## src/rtl/coriolis_fpmul_arbiter.sv

```systemverilog
// Shares one pipelined FP32 multiplier among NREQ streams: round-robin issue,
// a tag pipeline matched to the multiplier latency, and consumer back-pressure.
module coriolis_fpmul_arbiter #(
    parameter int STREAMW = 34,
    parameter int NREQ    = 4,
    parameter int MUL_LAT = 3,
    parameter int IDXW    = (NREQ > 1) ? $clog2(NREQ) : 1,
    localparam int CNTW   = $clog2(MUL_LAT + 1)
) (
    input  logic                      i_clk,
    input  logic                      i_rst_n,
    input  logic [NREQ-1:0]           i_req_valid,
    output logic [NREQ-1:0]           o_req_ready,
    input  logic [NREQ*STREAMW-1:0]   i_req_x,
    input  logic [NREQ*STREAMW-1:0]   i_req_y,
    output logic [STREAMW-1:0]        o_mul_x,
    output logic [STREAMW-1:0]        o_mul_y,
    output logic                      o_mul_stall,
    input  logic [STREAMW-1:0]        i_mul_r,
    output logic [NREQ-1:0]           o_rsp_valid,
    output logic [STREAMW-1:0]        o_rsp_data,
    input  logic [NREQ-1:0]           i_rsp_ready,
    output logic [CNTW-1:0]           o_inflight
);

    localparam int TAIL = MUL_LAT - 1;

    logic [MUL_LAT-1:0] r_tag_v;
    logic [IDXW-1:0]    r_tag_idx [MUL_LAT];
    logic [IDXW-1:0]    r_ptr;
    logic [STREAMW-1:0] r_last_x;
    logic [STREAMW-1:0] r_last_y;
    logic [CNTW-1:0]    r_inflight;

    logic               w_hold;
    logic               w_adv;
    logic               w_any;
    logic               w_issue;
    logic [IDXW-1:0]    w_grant;
    logic [MUL_LAT-1:0] w_tag_v_nxt;
    logic [CNTW-1:0]    w_cnt_nxt;

    function automatic logic [IDXW-1:0] f_rot(input logic [IDXW-1:0] base, input int step);
        int s;
        s = int'(base) + step;
        if (s >= NREQ) s = s - NREQ;
        return IDXW'(s);
    endfunction

    assign w_hold = r_tag_v[TAIL] & ~i_rsp_ready[r_tag_idx[TAIL]];
    assign w_adv  = ~w_hold;

    always_comb begin
        w_any   = 1'b0;
        w_grant = '0;
        for (int k = 0; k < NREQ; k++) begin
            if (!w_any && i_req_valid[f_rot(r_ptr, k)]) begin
                w_any   = 1'b1;
                w_grant = f_rot(r_ptr, k);
            end
        end
    end

    // Reset gates issue combinationally so nothing is offered while rst is low.
    assign w_issue = w_any & i_rst_n;

    assign o_req_ready = (w_issue && w_adv) ? (NREQ'(1) << w_grant) : '0;
    assign o_mul_x     = w_issue ? i_req_x[w_grant*STREAMW +: STREAMW] : r_last_x;
    assign o_mul_y     = w_issue ? i_req_y[w_grant*STREAMW +: STREAMW] : r_last_y;
    assign o_mul_stall = w_hold;

    always_comb begin
        w_tag_v_nxt    = '0;
        w_tag_v_nxt[0] = w_issue;
        for (int i = 1; i < MUL_LAT; i++) begin
            w_tag_v_nxt[i] = r_tag_v[i-1];
        end
        w_cnt_nxt = '0;
        for (int i = 0; i < MUL_LAT; i++) begin
            w_cnt_nxt = w_cnt_nxt + CNTW'(w_tag_v_nxt[i]);
        end
    end

    always_ff @(posedge i_clk or negedge i_rst_n) begin
        if (!i_rst_n) begin
            r_tag_v    <= '0;
            for (int i = 0; i < MUL_LAT; i++) r_tag_idx[i] <= '0;
            r_ptr      <= '0;
            r_last_x   <= '0;
            r_last_y   <= '0;
            r_inflight <= '0;
        end else if (w_adv) begin
            r_tag_v      <= w_tag_v_nxt;
            r_tag_idx[0] <= w_grant;
            for (int i = 1; i < MUL_LAT; i++) r_tag_idx[i] <= r_tag_idx[i-1];
            r_inflight   <= w_cnt_nxt;
            if (w_issue) begin
                r_ptr    <= f_rot(w_grant, 1);
                r_last_x <= i_req_x[w_grant*STREAMW +: STREAMW];
                r_last_y <= i_req_y[w_grant*STREAMW +: STREAMW];
            end
        end
    end

    assign o_rsp_valid = r_tag_v[TAIL] ? (NREQ'(1) << r_tag_idx[TAIL]) : '0;
    assign o_rsp_data  = i_mul_r;
    assign o_inflight  = r_inflight;

endmodule

```

## config.mk

```make
export PLATFORM = sky130hd
export DESIGN_NAME = coriolis_fpmul_arbiter
export DESIGN_NICKNAME = d
export VERILOG_FILES = /design/src/rtl/coriolis_fpmul_arbiter.sv
export SDC_FILE = /design/constraint.sdc
export NUM_CORES = 1
export LEC_CHECK = 0
export CORE_AREA = 3 3 163 165
export DETAILED_ROUTE_END_ITERATION = 12
export DIE_AREA = 0 0 166 168
export PLACE_DENSITY = 0.63
export SYNTH_ARGS = -nofsm -noshare
export SYNTH_HDL_FRONTEND = slang
export SYNTH_SLANG_ARGS = --single-unit
```

## constraint.sdc

```tcl
create_clock -name i_clk -period 5.5 [get_ports i_clk]
set_input_delay 1.1 -clock i_clk [delete_from_list [all_inputs] [get_ports i_clk]]
set_output_delay 1.1 -clock i_clk [all_outputs]
set_load 0.02 [all_outputs]
```

Yosys cells after proc, flatten, opt, wreduce, memory -nomap -nowiden:

Index checks and enable logic that the tools add are counted.

* output and inout bits: 113
* bits in registers: 81
* logic and storage cells: 73
* bits of input ports: 316

* multiply operators: 1
* $add $sub $neg: 11
* shifts and indexed selects: 4
* bitwise logic cells: 4
* reduce and logical (&&, ||, !) cells: 8
* multiplexer cells: 27
* order comparisons: 10

Operator list (number)
* $shiftx A136 B9 Y34: 2
* $mux W34: 2
* $mux W2: 9
* $lt A2 B3 Y1 const B: 5
* $ge A3 B3 Y1 const B: 4
* $bmux W1 S2: 5
* $sub A2 B1 Y2 const B: 5
* $mux W1: 9
* $mux W4: 2
* $shl A1 B2 Y4 const A: 2
* $mul A2 B5 Y7 const B: 1
* $add A2 B1 Y3 const B: 2
* $add A2 B2 Y3 const B: 2
* $logic_and A1 B1 Y1: 4
* $ge A2 B3 Y1 const B: 1
* $logic_not A1 Y1: 3
* $add A1 B1 Y2: 1
* $add A2 B1 Y2: 1
* $and A1 B1 Y1: 2
* $not A1 Y1: 2
* $reduce_and A2 Y1: 1

Longest topological paths before layout:

Gate-level depths: netlist of run 1.

* depth after elaboration: 17
* depth in mapped cells: 9
* gate-level depth less buffers: 6

Least setup slack after synthesis of run 1:

OpenSTA, ideal clock, no wires.

* kind: input-to-output
* start: in i_req_valid[2]
* end: out o_mul_y[23]
* stages on the path: 9
* setup slack: 1.742 ns
* arrival: 2.658 ns
* data required time: 4.400 ns
* path buffers: 3
* cells stage by stage: mux2i_1 > nor2_1 > nor3_4 > inv_2 > or2_1 > buf_2 > buf_6 > buf_6 > o221ai_1

* cells in the longest elaborated chain, start to end: 15
* elaborated cells between the ends (all ways): 26
* those cells by class: 1 x mul; 1 x shift; 17 x mux; 1 x bitwise; 6 x reduce/logical

Ends and longest elaborated chain
* start, declared: RTL line 12 `input logic [NREQ-1:0] i_req_valid,`
* $bmux W1 S2: RTL line 57 `if (!w_any && i_req_valid[f_rot(r_ptr, k)]) begin`
* $mux W1 (not written as such): RTL line 57
* $mux W1: RTL line 57
* $logic_not A1 Y1: RTL line 57
* $logic_and A1 B1 Y1: RTL line 57
* $mux W1: RTL line 57
* $logic_not A1 Y1: RTL line 57
* $logic_and A1 B1 Y1: RTL line 57
* $mux W1: RTL line 57
* $logic_not A1 Y1: RTL line 57
* $logic_and A1 B1 Y1: RTL line 57
* $mux W2 *: RTL line 57
* net w_grant[0]: RTL line 39 `logic [IDXW-1:0] w_grant;`
* $mul A2 B5 Y7 *: RTL line 69 `assign o_mul_y = w_issue ? i_req_y[w_grant*STREAMW +: STREAMW] : r_last_y;`
* $shiftx A136 B9 Y34 *: RTL line 69
* $mux W34 *
* end, declared: RTL line 17 `output logic [STREAMW-1:0] o_mul_y,`

Mark *: on every way through the listed nets, which the timed path passes. The rest lies on a longest branch. The select of a mux whose other input is x is not followed.

Worst setup path after layout of run 1:

* start: in i_req_valid[2]
* end: out o_mul_y[0]

The elaborated chain is that of the path after synthesis.

==> flow_summary.ini, run 1 <==
[finish]
final-instance-count-excl-fill = 1273
flow.area_growth_from_synthesis_pct = 63.7
final_common_cell = clkdlybuf4s50_1
layout.nets = 1259
drive_gt1_frac = 0.0488
num_antenna_cells = 0
mostFrequentLayoutCells = clkdlybuf4s50_1, nand2_1, mux2i_1

[floorplanning]
core_footprint_mm2 = 0.0252
design.die.area_mm2 = 0.0279
fp.dieW_um = 166
rows = 58
die-height_um = 168
io-pin-count = 429
start_util = 0.244

[synth]
synth-compound-area-share = 0.210
ys_warn_count = 0
synth_nets = 968
syn_area_mm2 = 0.00614
synthesis.area_per_instance_um2 = 9.48
largest_family_of_logic_cells_by_synthesized_area = multiplexers
synth-xor-area-share = 0
synth-seq-area-share = 0.330
postSynth.asyncResetShare = 1.00
syn_inst_count = 647
yosys_most_used_dff = dfrtp_1
yosys-mux-area-fraction = 0.232
synth_enable_flop_cells = 0
netlist-cell-type-count = 31
synth.ff_latch_count = 81
yosys.area_share.simple = 0.114
synthAdderAreaFrac = 0.0114

[critical_path]
critical_path_required_ns = 4.40
crit_path_top_cell_by_count = clkdlybuf4s50_1
cp-end-kind = output pin
criticalPathCategory = in -> out
crit_path_max_incr_delay_ns = 0.66
worstPathCellList = clkdlybuf4s50_1, mux2i_1, nor2_1, nor3_4, inv_2, or2_2, buf_12, o221ai_1, clkdlybuf4s50_1
timing.critical_path.slowest_stage_cell = clkdlybuf4s50_1
worst-path-max-fanout = 68
startpoint_type = input port
critPathArrivalTime_ns = 3.84

[global_routing]
grt_util_all_layers = 0.166
grt_overflow = 0
first_global_vias = 6543
grt_pass1_wl_um = 37500
grt_start_max_net_pins = 69
grt_antenna_before_repair = 0

[drt]
route.detailed.drc = 0
detailedRoute.firstPassIterationCount = 4
antenna_violating_nets_post_route = 0
wl_um = 24100
wire_per_inst_um = 19.0
first_iter_violations = 321
ratio_of_routed_vias_to_standard_cells = 4.98
num_vias = 6344

[clock_tree]
clock-sinks = 81
worstSkewPairLatency_ns = 0.35
cts_repair_resize_count = 0
post_cts.repair.setup_buffers = 0
postCtsHoldBufs = 0
cts.root.buffer_cell = clkbuf_16
cts_max_level = 3
cts_buffer_depth = 2
tritoncts = built
cts_buffers = 9
clk_pin_slew_worst_paths_ns = 0.07

[placed_design]
io_buffer_count = 360
place_inst = 1257
dp.final_hpwl_um = 18000
gp_congestion = 0.792

[timing]
maxClockFrequency_ghz = 0.203
totalNegativeSetupSlack_ns = 0
shortest_clock_period_the_worst_path_allows_after_layout_ns = 4.94
finalSetupViolCount = 0
final-hold-violation-count = 0
final_setup_skew_ns = 0.0117
post-route-period-util = 0.897
unrepaired_setup_endpoints_after_global_routing = no
timing.final.max_slew_violations = 0
worst_pin_slew_ns = 0.795
timing.max_slew.rel_slack = 0.468

[min_path]
min-delay-path-class = reg -> reg

[pwr]
power.static_leakage_nw = 4.08
powerDensity_mw_per_mm2 = 438
vdd_drop_max_v = 0.000432

[run]
maxCapViolations = 0

[run_status]
status = complete, no violations
## routing by layer
layer,vias up,GRT usage,share of wire
li1,3020,-,-
met1,3059,0.204,0.41
met2,230,0.288,0.51
met3,35,0.0463,0.069
met4,0,0.0427,0.017
met5,-,0,0
## synthesized netlist by cell type (2+ instances only)
library cell  instances  share of area
a21oi_1               3         0.0024
a22o_1                2         0.0029
and2_1                6         0.0061
buf_2                20          0.016
buf_4                40          0.049
buf_6                 9          0.017
clkbuf_1             26          0.016
dfrtp_1              81           0.33
ha_1                  4         0.0082
inv_1                 4         0.0024
mux2_2                3         0.0055
mux2i_1             139           0.23
nand2_1             148          0.091
nand2_2               2         0.0020
nand2b_1              2         0.0020
nor2b_1               3         0.0031
o21ai_0               6         0.0049
o221ai_1            136           0.19
## state kept, by name, summed over array words and instances (netlist names)
name / flops
r_tag_v: 3
r_ptr: 2
r_last_y: 34
o_inflight: 2
r_last_x: 34
r_tag_idx: 6
## layout make-up
cell class	count	area [µm²]
clock buffer	9	225
sequential	81	2030
tap	330	413
fill	2534	15100
timing repair buffer	376	3800
inverter	5	18.8
clock inverter	7	60.1
multi-input combinational	465	3510
## worst max-delay path, delay by kind of cell
family,cells,cell delay [ns]
simple gates,3,0.69
buf+inv,4,1.50
compound gates,1,0.28
mux,1,0.22
## report_power, final
part / internal [W] / switching, W / leakage, nW
Clock: 0.000313 / 0.000276 / 0.131
Combinational: 0.00130 / 0.00147 / 2.95
Sequential: 0.000889 / 0.000158 / 0.999
## per-stage QoR
stage / util / worst slack [ns] / area, µm² / hold WS, ns / total power [W]
detailed placement: 0.388 / 0.573 / 9760 / 0.464 / 0.00385
CTS: 0.399 / 0.570 / 10000 / 0.482 / 0.00447
finish: 0.399 / 0.564 / 10000 / 0.477 / 0.00440
global route: 0.399 / 0.427 / 10000 / 0.505 / 0.00472
floorplan: - / 1.74 / 6140 / 0.446 / 0.00276
global placement: 0.388 / 0.611 / 9760 / 0.464 / 0.00381
## logic make-up after synthesis
group / after synthesis
adder cells (fa/ha/maj): 5
flip-flops: 81
AND/OR/NAND/NOR: 169
multiplexers: 142
buffers and inverters: 101
AO/OA/AOI/OAI: 149
## worst paths after layout
check,slack (ns),startpoint,cells past startpoint,end
hold reg to reg,0.48,r_tag_v[0],2,r_tag_v[0]
min in group asynchronous,0.84,i_rst_n,2,o_inflight[0]
setup reg to reg,2.78,r_tag_idx[1],6,r_last_y[19]
setup / recovery,0.56,i_req_valid[2],9,o_mul_y[0]
hold / removal,0.48,r_tag_v[0],2,r_tag_v[0]
max in group asynchronous,3.61,i_rst_n,3,r_tag_v[0]
(Power assumes the default switching activity.)
==> run 2, diff against run 1 <==
CORE_AREA = 3 3 167 169   (was 3 3 163 165)
DIE_AREA = 0 0 170 172   (was 0 0 166 168)
DONT_BUFFER_PORTS = 1   (was not set)
PLACE_DENSITY = 0.4   (was 0.63)
==> run 2 against run 1 <==
Against the previous run:
- die area is 4.8% higher
- sequential power about the same
- non-clock buffer count down 365
- sequential share of layout area rose by 11 points
- critical path type unchanged
- largest cell class is now multi-input gates
- largest power group unchanged
==> flow_summary.ini, run 2 (synthesized netlist as in run 1, its figures left out) <==
[pwr]
power.static_leakage_nw = 2.67
powerDensity_mw_per_mm2 = 586
vdd_drop_max_v = 0.000303

[drt]
ratio_of_routed_vias_to_standard_cells = 5.48
detailedRoute.firstPassIterationCount = 5
route.detailed.drc = 0
num_vias = 5038
wl_um = 20500
wire_per_inst_um = 22.3
first_iter_violations = 254
antenna_violating_nets_post_route = 0

[finish]
drive_gt1_frac = 0.0692
layout.nets = 894
final_common_cell = nand2_1
mostFrequentLayoutCells = nand2_1, mux2i_1, o221ai_1
flow.area_growth_from_synthesis_pct = 4.73
largest_registers_in_the_final_layout = r_last_x (34), r_last_y (34), r_tag_idx (6)

[run_status]
status = complete, no violations

[global_routing]
grt_antenna_before_repair = 3
grt_util_all_layers = 0.134
grt_pass1_wl_um = 30700
grt_start_max_net_pins = 83
first_global_vias = 5350
grt_overflow = 0

[clock_tree]
post_cts.repair.setup_buffers = 0
postCtsHoldBufs = 0
worstSkewPairLatency_ns = 0.34
clk_pin_slew_worst_paths_ns = 0.07
cts_buffer_depth = 2
cts_buffers = 9
cts.root.buffer_cell = clkbuf_16
tritoncts = built
cts_max_level = 3
clock-sinks = 81
cts_repair_resize_count = 0

[timing]
minimum_setup_slack_in_the_final_design_ns = 1.10
post-route-period-util = 0.800
timing.final.max_slew_violations = 0
shortest_clock_period_the_worst_path_allows_after_layout_ns = 4.40
timing.max_slew.rel_slack = 0.265
final-hold-violation-count = 0
final_setup_skew_ns = 0.0103
unrepaired_setup_endpoints_after_global_routing = no
whs_ns = 0.444
maxClockFrequency_ghz = 0.227
worst_pin_slew_ns = 1.10
totalNegativeSetupSlack_ns = 0
finalSetupViolCount = 0

[floorplanning]
die-height_um = 172
rows = 60
fp.dieW_um = 170
design.die.area_mm2 = 0.0292
start_util = 0.230
core_footprint_mm2 = 0.0267
io-pin-count = 429

[critical_path]
worst-path-max-fanout = 37
critical_path_required_ns = 4.40
path_delay_family = simple AND/OR/NAND/NOR gates
startpoint_type = input port
path_buf_inv = 2
cp-end-kind = output pin
worstPathCellList = mux2i_1, nor2_1, nor3_4, inv_2, or2_2, buf_4, o221ai_1
critPathArrivalTime_ns = 3.30
crit_path_max_incr_delay_ns = 0.61
criticalPathCategory = in -> out
timing.critical_path.slowest_stage_cell = or2_2

[min_path]
min-delay-path-class = in -> async

[placed_design]
gp_congestion = 0.807
io_buffer_count = 0
dp_worst_setup_slack_ns = 1.08
dp.final_hpwl_um = 14800

[run]
maxCapViolations = 0
## run 2: cell types whose count changed in the layout (fill, tap and decap cells not counted), sizes merged
cell / previous run / this run
diode: 0 / 1
bufinv: 0 / 3
clkdlybuf4s50: 359 / 0
buf: 17 / 11
clkinvlp: 3 / 0
## run 2: worst reg2reg max path: cells and delay by family (launching register included)
| family | cells | cell delay, ns |
|---|---|---|
| compound gates | 2 | 0.36 |
| flops | 1 | 0.48 |
| mux | 1 | 0.27 |
| buf+inv | 2 | 0.69 |
| simple gates | 2 | 0.88 |
## run 2: stage by stage
stage | cells | util | cell area [µm²] | total power (W)
after floorplan | 647 | - | 6140 | 0.00276
after CTS | 919 | 0.240 | 6420 | 0.00383
after global placement | 903 | 0.227 | 6070 | 0.00303
after detailed placement | 903 | 0.227 | 6070 | 0.00308
final | 920 | 0.240 | 6430 | 0.00376
after global routing | 919 | 0.240 | 6420 | 0.00406
## run 2: cell type report
type                       count  area [µm²]
fill                        2883       20300
multi-input combinational    465        3510
sequential                    81        2030
tap                          341         427
clock buffer                   9         225
clock inverter                 7         124
timing repair buffer          11        95.1
inverter                       5        18.8
antenna                        1        2.50
## run 2: report_power, final
| part | internal, W | switching (W) |
|---|---|---|
| combinational | 0.000685 | 0.00130 |
| sequential | 0.000890 | 0.000170 |
| clock | 0.000450 | 0.000270 |
| total | 0.00202 | 0.00174 |
## run 2: path summary, 6_finish.rpt
path                                startpoint           end  slack, ns  cells after the start
min in group i_clk                  r_tag_v[0]    r_tag_v[0]       0.48                      2
worst max register to register    r_tag_idx[1]  r_last_y[21]       2.66                      7
worst min-delay path                   i_rst_n  r_last_y[10]       0.44                      0
worst max-delay path            i_req_valid[2]   o_mul_x[26]       1.10                      7
worst min register to register      r_tag_v[0]    r_tag_v[0]       0.48                      2
max in group asynchronous              i_rst_n  r_last_y[31]       4.81                      0
## run 2: routing by layer
layer,up-vias,global-route usage,share of wire
li1,2293,-,-
met3,34,0.0382,0.075
met1,2466,0.157,0.39
met4,4,0.0413,0.019
met2,241,0.237,0.52
met5,-,0,0.0015
==> run 3, diff against run 2 <==
clock period = 4.6 ns   (was 5.5 ns; I/O delays follow)
==> run 3 against run 2 <==
Against the previous run:
- combinational power grew 20%
- final area is essentially flat
- die area is the same
- sequential power grew 21%
- critical path depth is the same
- global-route usage shrank 0.81 points
- largest cell class unchanged
- power grew 17%
- worst hold slack lost 0.18 ns
- worst setup slack lost 0.41 ns
- clock skew shrank 0.00087 ns
- flip-flop and latch count is the same
- largest power group unchanged
- critical path type is now reg -> out
==> flow_summary.ini, run 3 (synthesized netlist as in run 1, its figures left out) <==
[clock_tree]
cts.root.buffer_cell = clkbuf_16
tritoncts = built
post_cts.repair.setup_buffers = 0
cts_buffers = 9
postCtsHoldBufs = 0
worstSkewPairLatency_ns = 0.34
cts_repair_resize_count = 0
cts_max_level = 3
clk_pin_slew_worst_paths_ns = 0.07
clock-sinks = 81
cts_buffer_depth = 2

[timing]
finalSetupViolCount = 0
final_setup_skew_ns = 0.00946
shortest_clock_period_the_worst_path_allows_after_layout_ns = 3.91
worst_pin_slew_ns = 0.831
final-hold-violation-count = 0
minimum_setup_slack_in_the_final_design_ns = 0.690
totalNegativeSetupSlack_ns = 0
maxClockFrequency_ghz = 0.256
timing.final.max_slew_violations = 0
timing.max_slew.rel_slack = 0.446
unrepaired_setup_endpoints_after_global_routing = no
post-route-period-util = 0.850

[pwr]
power.static_leakage_nw = 2.67
power_w = 0.00439
vdd_drop_max_v = 0.000241
powerDensity_mw_per_mm2 = 684

[critical_path]
critical_path_required_ns = 3.68
worstPathCellList = mux2i_1, nor2_1, nor3_4, inv_2, or2_2, buf_12, o221ai_1
path_buf_inv = 2
path_delay_family = simple AND/OR/NAND/NOR gates
worst-path-max-fanout = 36
crit_path_max_incr_delay_ns = 0.58
critPathArrivalTime_ns = 2.99
timing.critical_path.slowest_stage_cell = or2_2
startpoint_type = register
criticalPathCategory = reg -> out
cp-end-kind = output pin

[finish]
final_common_cell = nand2_1
drive_gt1_frac = 0.0692
largest_registers_in_the_final_layout = r_last_x (34), r_last_y (34), r_tag_idx (6)
flow.area_growth_from_synthesis_pct = 4.75
layout.filler_cells = 2872
num_antenna_cells = 0
mostFrequentLayoutCells = nand2_1, mux2i_1, o221ai_1
layout.nets = 894
layout.core_utilization = 0.240
final-instance-count-excl-fill = 919

[floorplanning]
rows = 60
core_footprint_mm2 = 0.0267
io-pin-count = 429
design.die.area_mm2 = 0.0292
fp.dieW_um = 170
die-height_um = 172
start_util = 0.230

[drt]
route.detailed.drc = 0
ratio_of_routed_vias_to_standard_cells = 5.44
num_vias = 5002
detailedRoute.firstPassIterationCount = 5
wire_per_inst_um = 21.3
antenna_violating_nets_post_route = 0
first_iter_violations = 236
wl_um = 19600

[placed_design]
dp_worst_setup_slack_ns = 0.712
dp.final_hpwl_um = 14800
io_buffer_count = 0
place_inst = 903
gp_congestion = 0.776

[global_routing]
grt_overflow = 0
grt_pass1_wl_um = 29200
grt_antenna_before_repair = 1
grt_start_max_net_pins = 83
first_global_vias = 5289
grt_util_all_layers = 0.126

[run]
maxCapViolations = 0

[min_path]
min-delay-path-class = in -> async

[run_status]
status = complete, no violations
-- run 3: cell types whose count changed in the layout (fill, tap and decap cells not counted) --
cell | before | now
clkinvlp_4 | 0 | 1
bufinv_16 | 3 | 1
buf_4 | 10 | 6
inv_8 | 1 | 0
buf_12 | 1 | 5
diode_2 | 1 | 0
clkinv_4 | 0 | 2
-- run 3: path summary, 6_finish.rpt --
| path | start | end | slack (ns) | cells past startpoint |
|---|---|---|---|---|
| worst max register to register | r_ptr[1] | r_last_y[29] | 2.12 | 7 |
| max in group asynchronous | i_rst_n | r_last_x[12] | 4.20 | 0 |
| min in group i_clk | r_tag_v[0] | r_tag_v[0] | 0.48 | 2 |
| worst min-delay path | i_rst_n | r_last_y[10] | 0.27 | 0 |
| worst max-delay path | r_ptr[1] | o_mul_x[1] | 0.69 | 7 |
| worst min register to register | r_tag_v[0] | r_tag_v[0] | 0.48 | 2 |
-- run 3: stage by stage --
| step | hold slack [ns] | cell area (µm²) |
|---|---|---|
| 2_1_floorplan | 0.446 | 6140 |
| 4_1_cts | 0.246 | 6430 |
| 3_5_place_dp | 0.469 | 6120 |
| 5_1_grt | 0.242 | 6430 |
| 3_3_place_gp | 0.460 | 6120 |
| 6_report | 0.268 | 6430 |
-- run 3: layout make-up --
| type | count | area (µm²) | share of cell area |
|---|---|---|---|
| flip-flops and latches | 81 | 2030 | 0.315 |
| clock buffers | 9 | 225 | 0.0350 |
| clock inverters | 7 | 77.6 | 0.0121 |
| multi-input cells | 465 | 3510 | 0.546 |
| repair buffers | 11 | 145 | 0.0226 |
| inverters | 5 | 18.8 | 0.00292 |
| well taps | 341 | 427 | 0.0664 |
-- run 3: report_power, final --
part           leakage [nW]  internal [W]  switching (W)
registers             0.999       0.00106       0.000211
clock network         0.146      0.000426       0.000324
logic                  1.52      0.000839        0.00153
total                  2.67       0.00233        0.00206
-- run 3: metal layers --
layer | track usage | part of all wire | vias up
met5 | 0 | 0.00066 | -
met2 | 0.229 | 0.53 | 250
met4 | 0.0483 | 0.026 | 2
met3 | 0.0334 | 0.074 | 40
li1 | - | - | 2290
met1 | 0.140 | 0.37 | 2420
